--- config.mk ---
export PLATFORM = sky130hd
export DESIGN_NAME = ram_lsu_flat
export DESIGN_NICKNAME = d
export VERILOG_FILES = /design/src/rtl/ram_lsu_pkg.sv /design/src/rtl/ram_lsu_if.sv /design/src/rtl/ram_lsu_byte_lane.sv /design/src/rtl/ram_lsu.sv /design/src/flat_wrapper.sv
export SDC_FILE = /design/constraint.sdc
export NUM_CORES = 1
export LEC_CHECK = 0
export ABC_AREA = 0
export CAP_MARGIN = 20
export CORE_UTILIZATION = 31
export CTS_CLUSTER_SIZE = 12
export DETAILED_ROUTE_END_ITERATION = 10
export GPL_TIMING_DRIVEN = 0
export SYNTH_ARGS = -nofsm -noshare
export SYNTH_HDL_FRONTEND = slang
export SYNTH_SLANG_ARGS = --single-unit
--- constraint.sdc ---
create_clock -name clk -period 5.2 [get_ports clk]
set_clock_uncertainty 0.2 [all_clocks]
set_input_delay 0.52 -clock clk [delete_from_list [all_inputs] [get_ports clk]]
set_output_delay 0.52 -clock clk [all_outputs]
set_load 0.01 [all_outputs]
--- src/rtl/ram_lsu_pkg.sv ---
// rtl/ram_lsu_pkg.sv - shared widths, state encoding and helpers for the load/store unit
`ifndef FULLW
`define FULLW 32
`endif
`ifndef WORD
`define WORD 4
`endif

package ram_lsu_pkg;

  // Three-state sequencer: idle/accept, RAM read data available, RAM write issued
  typedef enum logic [1:0] {
    ST_IDLE  = 2'd0,
    ST_READ  = 2'd1,
    ST_WRITE = 2'd2
  } lsu_state_e;

  // Width of the byte-lane index within a word (at least one bit)
  function automatic int lane_idx_w(input int lanes);
    return (lanes > 1) ? $clog2(lanes) : 1;
  endfunction

endpackage

--- src/rtl/ram_lsu_if.sv ---
// rtl/ram_lsu_if.sv - CPU-side request/response bundle for the load/store unit
`ifndef FULLW
`define FULLW 32
`endif

interface ram_lsu_if #(
  parameter int ADDR_BITS = `FULLW
);
  logic                 req_valid;
  logic                 req_ready;
  logic                 req_we;
  logic                 req_byte;
  logic [ADDR_BITS-1:0] req_addr;
  logic [`FULLW-1:0]    req_wdata;
  logic                 rsp_valid;
  logic [`FULLW-1:0]    rsp_rdata;
  logic                 rsp_err;

  modport master (
    output req_valid, req_we, req_byte, req_addr, req_wdata,
    input  req_ready, rsp_valid, rsp_rdata, rsp_err
  );

  modport slave (
    input  req_valid, req_we, req_byte, req_addr, req_wdata,
    output req_ready, rsp_valid, rsp_rdata, rsp_err
  );
endinterface

--- src/rtl/ram_lsu_byte_lane.sv ---
// rtl/ram_lsu_byte_lane.sv - combinational byte-lane extract and merge for little-endian words
module ram_lsu_byte_lane
  import ram_lsu_pkg::*;
#(
  parameter int BYTE_LANES = 4,
  localparam int LANE_W    = lane_idx_w(BYTE_LANES),
  localparam int W         = 8 * BYTE_LANES
) (
  input  logic [W-1:0]      word_i,
  input  logic [7:0]        byte_i,
  input  logic [LANE_W-1:0] lane_i,
  output logic [W-1:0]      ext_o,
  output logic [W-1:0]      merged_o
);

  // Byte n lives in bits [8n+7:8n]; extract zero-extends, merge replaces that lane only
  always_comb begin
    ext_o    = '0;
    merged_o = word_i;
    for (int n = 0; n < BYTE_LANES; n++) begin
      if (lane_i == LANE_W'(n)) begin
        ext_o[7:0]        = word_i[8*n +: 8];
        merged_o[8*n +: 8] = byte_i;
      end
    end
  end

endmodule

--- src/rtl/ram_lsu.sv ---
// rtl/ram_lsu.sv - load/store unit driving a word RAM; optional LSU_ALIGN_CHK_EN faults misaligned word accesses
`ifndef FULLW
`define FULLW 32
`endif
`ifndef WORD
`define WORD 4
`endif

module ram_lsu
  import ram_lsu_pkg::*;
#(
  parameter int ADDR_BITS  = `FULLW,
  parameter int BYTE_LANES = `WORD
) (
  input  logic              clk,
  input  logic              rst,
  ram_lsu_if.slave          bus,
  output logic [`FULLW-1:0] ram_wa_o,
  output logic [`FULLW-1:0] ram_wd_o,
  output logic              ram_we_o,
  output logic [`FULLW-1:0] ram_ra_o,
  input  logic [`FULLW-1:0] ram_out_i
);

  localparam int W      = `FULLW;
  localparam int LANE_W = lane_idx_w(BYTE_LANES);

  lsu_state_e state_q, state_d;

  // Request fields captured on the accept edge
  logic [ADDR_BITS-1:0] addr_q;
  logic [7:0]           wbyte_q;
  logic                 we_q;
  logic                 byte_q;
  logic                 fault_q;

  // Registered RAM-side and response-side outputs
  logic         ram_we_q,    ram_we_d;
  logic [W-1:0] ram_wa_q,    ram_wa_d;
  logic [W-1:0] ram_wd_q,    ram_wd_d;
  logic         rsp_valid_q, rsp_valid_d;
  logic [W-1:0] rsp_rdata_q, rsp_rdata_d;
  logic         rsp_err_q,   rsp_err_d;

  logic         accept;
  logic         misalign_req;
  logic [W-1:0] lane_byte;
  logic [W-1:0] lane_merged;

  function automatic logic [W-1:0] align_addr(input logic [ADDR_BITS-1:0] a);
    logic [ADDR_BITS-1:0] m;
    m             = a;
    m[LANE_W-1:0] = '0;
    return W'(m);
  endfunction

  assign bus.req_ready = (state_q == ST_IDLE);
  assign accept        = bus.req_valid && (state_q == ST_IDLE);

`ifdef LSU_ALIGN_CHK_EN
  // Only word accesses can fault; byte accesses are always naturally aligned
  assign misalign_req = ~bus.req_byte & (|bus.req_addr[LANE_W-1:0]);
`else
  // Low address bits are simply dropped, matching the RAM's word indexing
  assign misalign_req = 1'b0;
`endif

  // Read address follows the live request in IDLE so the RAM samples it on the accept edge
  assign ram_ra_o = (state_q == ST_IDLE) ? align_addr(bus.req_addr) : align_addr(addr_q);

  ram_lsu_byte_lane #(
    .BYTE_LANES (BYTE_LANES)
  ) u_lane (
    .word_i   (ram_out_i),
    .byte_i   (wbyte_q),
    .lane_i   (addr_q[LANE_W-1:0]),
    .ext_o    (lane_byte),
    .merged_o (lane_merged)
  );

  // State register; reset abandons any access in flight
  always_ff @(posedge clk or posedge rst) begin
    if (rst) state_q <= ST_IDLE;
    else     state_q <= state_d;
  end

  // Next-state: word stores go straight to WRITE, everything else reads the word first
  always_comb begin
    state_d = state_q;
    case (state_q)
      ST_IDLE: begin
        if (accept) begin
          if (bus.req_we && !bus.req_byte && !misalign_req) state_d = ST_WRITE;
          else                                              state_d = ST_READ;
        end
      end
      ST_READ:  state_d = (we_q && byte_q && !fault_q) ? ST_WRITE : ST_IDLE;
      ST_WRITE: state_d = ST_IDLE;
      default:  state_d = ST_IDLE;
    endcase
  end

  // Output next-values: the write strobe and the response pulse each last one cycle
  always_comb begin
    ram_we_d    = 1'b0;
    ram_wa_d    = ram_wa_q;
    ram_wd_d    = ram_wd_q;
    rsp_valid_d = 1'b0;
    rsp_rdata_d = rsp_rdata_q;
    rsp_err_d   = 1'b0;
    case (state_q)
      ST_IDLE: begin
        if (accept && bus.req_we && !bus.req_byte && !misalign_req) begin
          ram_we_d = 1'b1;
          ram_wa_d = align_addr(bus.req_addr);
          ram_wd_d = bus.req_wdata;
        end
      end
      ST_READ: begin
        if (fault_q) begin
          rsp_valid_d = 1'b1;
          rsp_err_d   = 1'b1;
          rsp_rdata_d = '0;
        end else if (we_q) begin
          ram_we_d = 1'b1;
          ram_wa_d = align_addr(addr_q);
          ram_wd_d = lane_merged;
        end else begin
          rsp_valid_d = 1'b1;
          rsp_rdata_d = byte_q ? lane_byte : ram_out_i;
        end
      end
      ST_WRITE: begin
        rsp_valid_d = 1'b1;
        rsp_rdata_d = '0;
      end
      default: ;
    endcase
  end

  // Output and request-capture registers
  always_ff @(posedge clk or posedge rst) begin
    if (rst) begin
      ram_we_q    <= 1'b0;
      ram_wa_q    <= '0;
      ram_wd_q    <= '0;
      rsp_valid_q <= 1'b0;
      rsp_rdata_q <= '0;
      rsp_err_q   <= 1'b0;
      addr_q      <= '0;
      wbyte_q     <= '0;
      we_q        <= 1'b0;
      byte_q      <= 1'b0;
      fault_q     <= 1'b0;
    end else begin
      ram_we_q    <= ram_we_d;
      ram_wa_q    <= ram_wa_d;
      ram_wd_q    <= ram_wd_d;
      rsp_valid_q <= rsp_valid_d;
      rsp_rdata_q <= rsp_rdata_d;
      rsp_err_q   <= rsp_err_d;
      if (accept) begin
        addr_q  <= bus.req_addr;
        wbyte_q <= bus.req_wdata[7:0];
        we_q    <= bus.req_we;
        byte_q  <= bus.req_byte;
        fault_q <= misalign_req;
      end
    end
  end

  assign ram_we_o      = ram_we_q;
  assign ram_wa_o      = ram_wa_q;
  assign ram_wd_o      = ram_wd_q;
  assign bus.rsp_valid = rsp_valid_q;
  assign bus.rsp_rdata = rsp_rdata_q;
  assign bus.rsp_err   = rsp_err_q;

endmodule
--- src/flat_wrapper.sv ---
// flat-port wrapper written by rule: the top's interface ports become plain ports
module ram_lsu_flat import ram_lsu_pkg::*;
#(
  parameter int ADDR_BITS  = `FULLW,
  parameter int BYTE_LANES = `WORD
)
  (clk, rst, ram_wa_o, ram_wd_o, ram_we_o, ram_ra_o, ram_out_i, bus_req_valid, bus_req_we, bus_req_byte, bus_req_addr, bus_req_wdata, bus_req_ready, bus_rsp_valid, bus_rsp_rdata, bus_rsp_err);
  ram_lsu_if #(.ADDR_BITS(ADDR_BITS)) bus_i ();
  input  logic clk;
  input  logic rst;
  output logic [`FULLW-1:0] ram_wa_o;
  output logic [`FULLW-1:0] ram_wd_o;
  output logic ram_we_o;
  output logic [`FULLW-1:0] ram_ra_o;
  input  logic [`FULLW-1:0] ram_out_i;
  input wire logic [$bits(bus_i.req_valid)-1:0] bus_req_valid;
  input wire logic [$bits(bus_i.req_we)-1:0] bus_req_we;
  input wire logic [$bits(bus_i.req_byte)-1:0] bus_req_byte;
  input wire logic [$bits(bus_i.req_addr)-1:0] bus_req_addr;
  input wire logic [$bits(bus_i.req_wdata)-1:0] bus_req_wdata;
  output wire logic [$bits(bus_i.req_ready)-1:0] bus_req_ready;
  output wire logic [$bits(bus_i.rsp_valid)-1:0] bus_rsp_valid;
  output wire logic [$bits(bus_i.rsp_rdata)-1:0] bus_rsp_rdata;
  output wire logic [$bits(bus_i.rsp_err)-1:0] bus_rsp_err;
  assign bus_i.req_valid = bus_req_valid;
  assign bus_i.req_we = bus_req_we;
  assign bus_i.req_byte = bus_req_byte;
  assign bus_i.req_addr = bus_req_addr;
  assign bus_i.req_wdata = bus_req_wdata;
  assign bus_req_ready = bus_i.req_ready;
  assign bus_rsp_valid = bus_i.rsp_valid;
  assign bus_rsp_rdata = bus_i.rsp_rdata;
  assign bus_rsp_err = bus_i.rsp_err;
  ram_lsu #(.ADDR_BITS(ADDR_BITS), .BYTE_LANES(BYTE_LANES)) u_core (.clk(clk), .rst(rst), .bus(bus_i), .ram_wa_o(ram_wa_o), .ram_wd_o(ram_wd_o), .ram_we_o(ram_we_o), .ram_ra_o(ram_ra_o), .ram_out_i(ram_out_i));
endmodule
# == After elaboration in Yosys (flattened, before gate mapping) ==
# Cells that the tools add are included.
# classes
n_eq_ne,9
muxes,27
n_reduce_logical,12
# ops
operator,n
two-way mux 32 bit,7
case mux 32 bit (2 select lines),3
two-way mux 8 bit,8
equality test 2 bit (second input constant),3
two-way mux 2 bit,3
!= test 2 x 1 -> 1 bit (second input constant),3
logical AND 1 bit,5
equality test 2 x 1 -> 1 bit (second input constant),2
logical NOT 2 bit,2
case mux 1 bit (2 select lines),2
case mux 2 bit (2 select lines),1
nonzero test 2 bit,2
two-way mux 1 bit,3
AND reduction 3 bit,1
!= test 2 bit (second input constant),1
AND reduction 2 bit,1
logical NOT 1 bit,1
# word_totals
regBits,142
inputBits,101
output_inout_bits,132

# == Longest topological paths before layout ==
# logic_depth
ltp_word,8
depth_mapped,8
mapped_depth_nobuf,5

# == Modules after synthesis ==
# From an unflattened synthesis, not the netlist that was laid out.
# hier_totals
hier_cells,568
hier_area_um2,7602.3
# by_module_without_submodules
mod,n_inst,cells_each,area_per_inst_um2,seq_area_each_um2
ram_lsu,1,495,6792.8,3503.4
ram_lsu_byte_lane,1,73,809.5,0.0

# == Worst setup path after synthesis ==
# No wires, ideal clock.
# synth_timing
kind,reg2out
start,reg u_core.state_q[0]
end,out ram_ra_o[10]
t_arrival_ps,1448
required_ps,4480
setup_slack_ps,3032
path_stages_with_launch,6
path_buffers,2
path_cell_list,dfrtp_1 -> inv_1 -> ha_1 -> buf_2 -> buf_2 -> mux2_2
# synth_via
elab_chain_len,2
# synth_rtl
element,line_no,rtl
"start, declared",ram_lsu.sv:28,"lsu_state_e state_q, state_d;"
"start signal, assigned",ram_lsu.sv:84,else state_q <= state_d;
logical NOT 2 bit,-,
named net bus_req_ready,flat_wrapper.sv:21,output wire logic [$bits(bus_i.req_ready)-1:0] bus_req_ready;
two-way mux 32 bit,ram_lsu.sv:69,assign ram_ra_o = (state_q == ST_IDLE) ? align_addr(bus.req_addr) : align_addr(addr_q);
"end, declared",flat_wrapper.sv:14,output logic [`FULLW-1:0] ram_ra_o;
# The timed path passes the listed nets, and every way through them passes these cells.

# == Worst setup path in the final report ==
# layout_timing
start,reg u_core.state_q[1]
end,out ram_ra_o[9]
# layout_via
elab_chain_len,2
# layout_rtl
element,line_no
logical NOT 2 bit,ram_lsu.sv:69
two-way mux 32 bit,ram_lsu.sv:69
# No other way between the ends.

==> out/metrics.csv <==
metric,value,unit
outcome,finished clean,
final_nets,1004,
cp_cell_sequence,"inv_1, ha_1, buf_2, buf_2, mux2_2, clkdlybuf4s50_1",
cts_hold_buf,0,
dp_hpwl,18400,µm
ant_nets,0,
cp_top_family,buffers and inverters,
fillers,2276,
worstPathRequired,4480,ps
antenna_found_initial,3,
yosys.area_share.simple,11.3,%
cts_buffers,17,
period_share,62.3,%
drtIter0Drc,292,
clockPowerShare,17.3,%
synthDistinctLibCells,37,
mostFrequentLayoutCells,"clkdlybuf4s50_1 (227), mux2_2 (167), dfrtp_1 (140)",
gp_congestion,0.876,
die_h,156,µm
grt_overflow_total,0,
path_clk_slew,60,ps
intPower,4.69,mW
drc,0,
syn_to_final_growth,45.1,%
initial_core_util,31.6,%
clock-sinks,140,
hold_violations,0,
ys_seq_area_share,47.4,%
dieArea,24500,µm²
seq_power_share,26.6,%
min_path_type,flip-flop to flip-flop,
cp-end-kind,output port,
synth_fa_ha_area_share,0.508,%
avgRoutedWirePerCell,19.9,µm
clock.fmax,309,MHz
tritoncts,done,
grt_pass1_wl,37100,µm
rows,56,
synth_area_per_cell,11.4,µm²
synthXorXnorAreaFrac,0,%
max_slew_margin,46.6,%
drt_wl_total,24500,µm
p_sw,2.78,mW
slew_viol_final,0,
dp_cells,1200,
grt_pass1_vias,6209,
ir_drop,313,µV
worst_slew_pin_slew,801,ps
syn_area,7390,µm²
num_vias,6075,
synth_compound_area_share,8.48,%
fin_crit,3240,ps
worst_slack,1960,ps
drive_gt1_share,28.5,%
netlist_instances,649,
io_pins,233,
preCtsSetupSlack,2390,ps
clk_latency,420,ps
cp_num_buf_inv,4,
cts-root-buf,clkbuf_16,
grt_max_degree,85,
yosys-mux-area-fraction,26.5,%
port_buffers,227,
arrival,2520,ps
switching_share,37.2,%
chipWidth,156,µm
core_area,23400,µm²
critPathKind,flip-flop to output port,
setup_viol,0,
clockBufferDepth,2,
rsz0062_at_grt,false,
combPwrFrac,56.1,%
power.total,7.47,mW
finalSetupTns,0,ps
cts_setup_buffers,0,
layout_commonest_cell,clkdlybuf4s50_1,
layoutNonFillerInstCount,1232,
power.density,696,nW/µm²
cts_max_level,4,
drt_first_pass_iters,5,
synth_top_family_by_area,multiplexers,
grt_use_total,20.5,%
final_core_util,45.8,%
p_leak,4.45,nW
max_cap_violations,0,
slowest_stage,clkdlybuf4s50_1,
synth_seq_cells,140,
startpoint_type,flip-flop,
cp_max_fo,10,
worst_path_largest_cell_delay,510,ps
avgViaCountPerCell,4.93,
cts-resized-gates,0,
ys_warn_count,0,
cpMostUsedCell,buf_2,
cell type report:
cell class	count	area [µm²]	area share, %
Clock inverter	12	161	1.51
Sequential cell	140	3500	32.7
Timing Repair Buffer	228	2300	21.4
Buffer	59	345	3.22
Tap cell	319	399	3.72
Multi-Input combinational cell	432	3470	32.4
Antenna cell	1	2.50	0.0233
Clock buffer	19	453	4.22
Inverter	22	87.6	0.817
cells in the mapped netlist (all sizes together):
master  instances  area share (%)
mux2          171              26
dfrtp         140              47
nand2          66             3.4
buf            45             4.0
nand3          39             2.6
nor2           26             1.3
inv            21             1.1
a31oi          16             1.4
nand4b         16             1.9
o221ai         16             1.9
clkbuf         14            0.71
o21ai          10            0.68
a21bo           9             1.2
nand2b          9            0.76
or3b            8            0.95
a211oi          7            0.71
a21o            7            0.71
a221oi          7            0.83
a21oi           5            0.49
ha              3            0.51
mux2i           3            0.41
a21boi          2            0.20
nor2b           2            0.17
a211o           1            0.12
and2            1           0.085
clkinv          1           0.051
conb            1           0.051
nand3b          1            0.10
o211a           1            0.14
o32a            1            0.14
through the flow:
step | area, µm² | hold slack (ps)
floorplan | 7400 | 292
global placement | 10100 | 248
detailed placement | 10100 | 256
CTS | 10700 | 270
global route | 10700 | 289
finish | 10700 | 262
path summary, 6_finish.rpt:
| kind | start | end | slack, ps | cells after the start |
|---|---|---|---|---|
| worst max-delay path | u_core.state_q[1]$_DFFE_PP0P_ | ram_ra_o[9] | 1960 | 6 |
| worst min-delay path | u_core.bus.rsp_rdata[9]$_DFFE_PP0P_ | u_core.bus.rsp_rdata[9]$_DFFE_PP0P_ | 260 | 2 |
| worst max register to register | u_core.state_q[1]$_DFFE_PP0P_ | u_core.ram_wa_o[4]$_DFFE_PP0P_ | 2890 | 6 |
| worst min register to register | u_core.bus.rsp_rdata[9]$_DFFE_PP0P_ | u_core.bus.rsp_rdata[9]$_DFFE_PP0P_ | 260 | 2 |
| max in group asynchronous | rst | u_core.ram_wa_o[9]$_DFFE_PP0P_ | 3590 | 3 |
| min in group asynchronous | rst | u_core.bus.rsp_rdata[26]$_DFFE_PP0P_ | 420 | 2 |
kinds of logic after synthesis:
family                     count (synthesis)
other                                      1
adders and majority gates                  3
and+or+nand+nor                          168
AOI/OAI and AO/OA                         82
buffers and inverters                     81
DFF                                      140
muxes                                    174
sequential cells by signal (all words and copies together) (netlist names):
register,count
u_core.we_q,1
u_core.bus.rsp_valid,1
u_core.ram_wd_o,32
u_core.byte_q,1
u_core.ram_wa_o,30
u_core.bus.rsp_rdata,32
u_core.state_q,2
u_core.ram_we_o,1
u_core.wbyte_q,8
u_core.addr_q,32
per-layer routing:
| layer | part of all wire, % | vias to the layer above | global-route usage (%) |
|---|---|---|---|
| li1 | - | 2822 | - |
| met1 | 43 | 2937 | 26.1 |
| met2 | 45 | 271 | 31.9 |
| met3 | 9.3 | 41 | 7.31 |
| met4 | 2.5 | 4 | 6.82 |
| met5 | 0.090 | - | 0 |
power groups by stage:
stage	combinational [mW]	clock (mW)	sequential, mW
global route	4.52	1.37	2.06
CTS	4.24	1.33	1.99
detailed placement	4.21	0	2.00
floorplan	2.35	0	2.08
finish	4.19	1.29	1.99
global placement	4.19	0	1.99
worst min-delay path: stages, from the launching register on:
cell	delay (ps)
dfrtp_1	340
nand2_1	50
nand2_1	40
(Power assumes the default switching activity.)
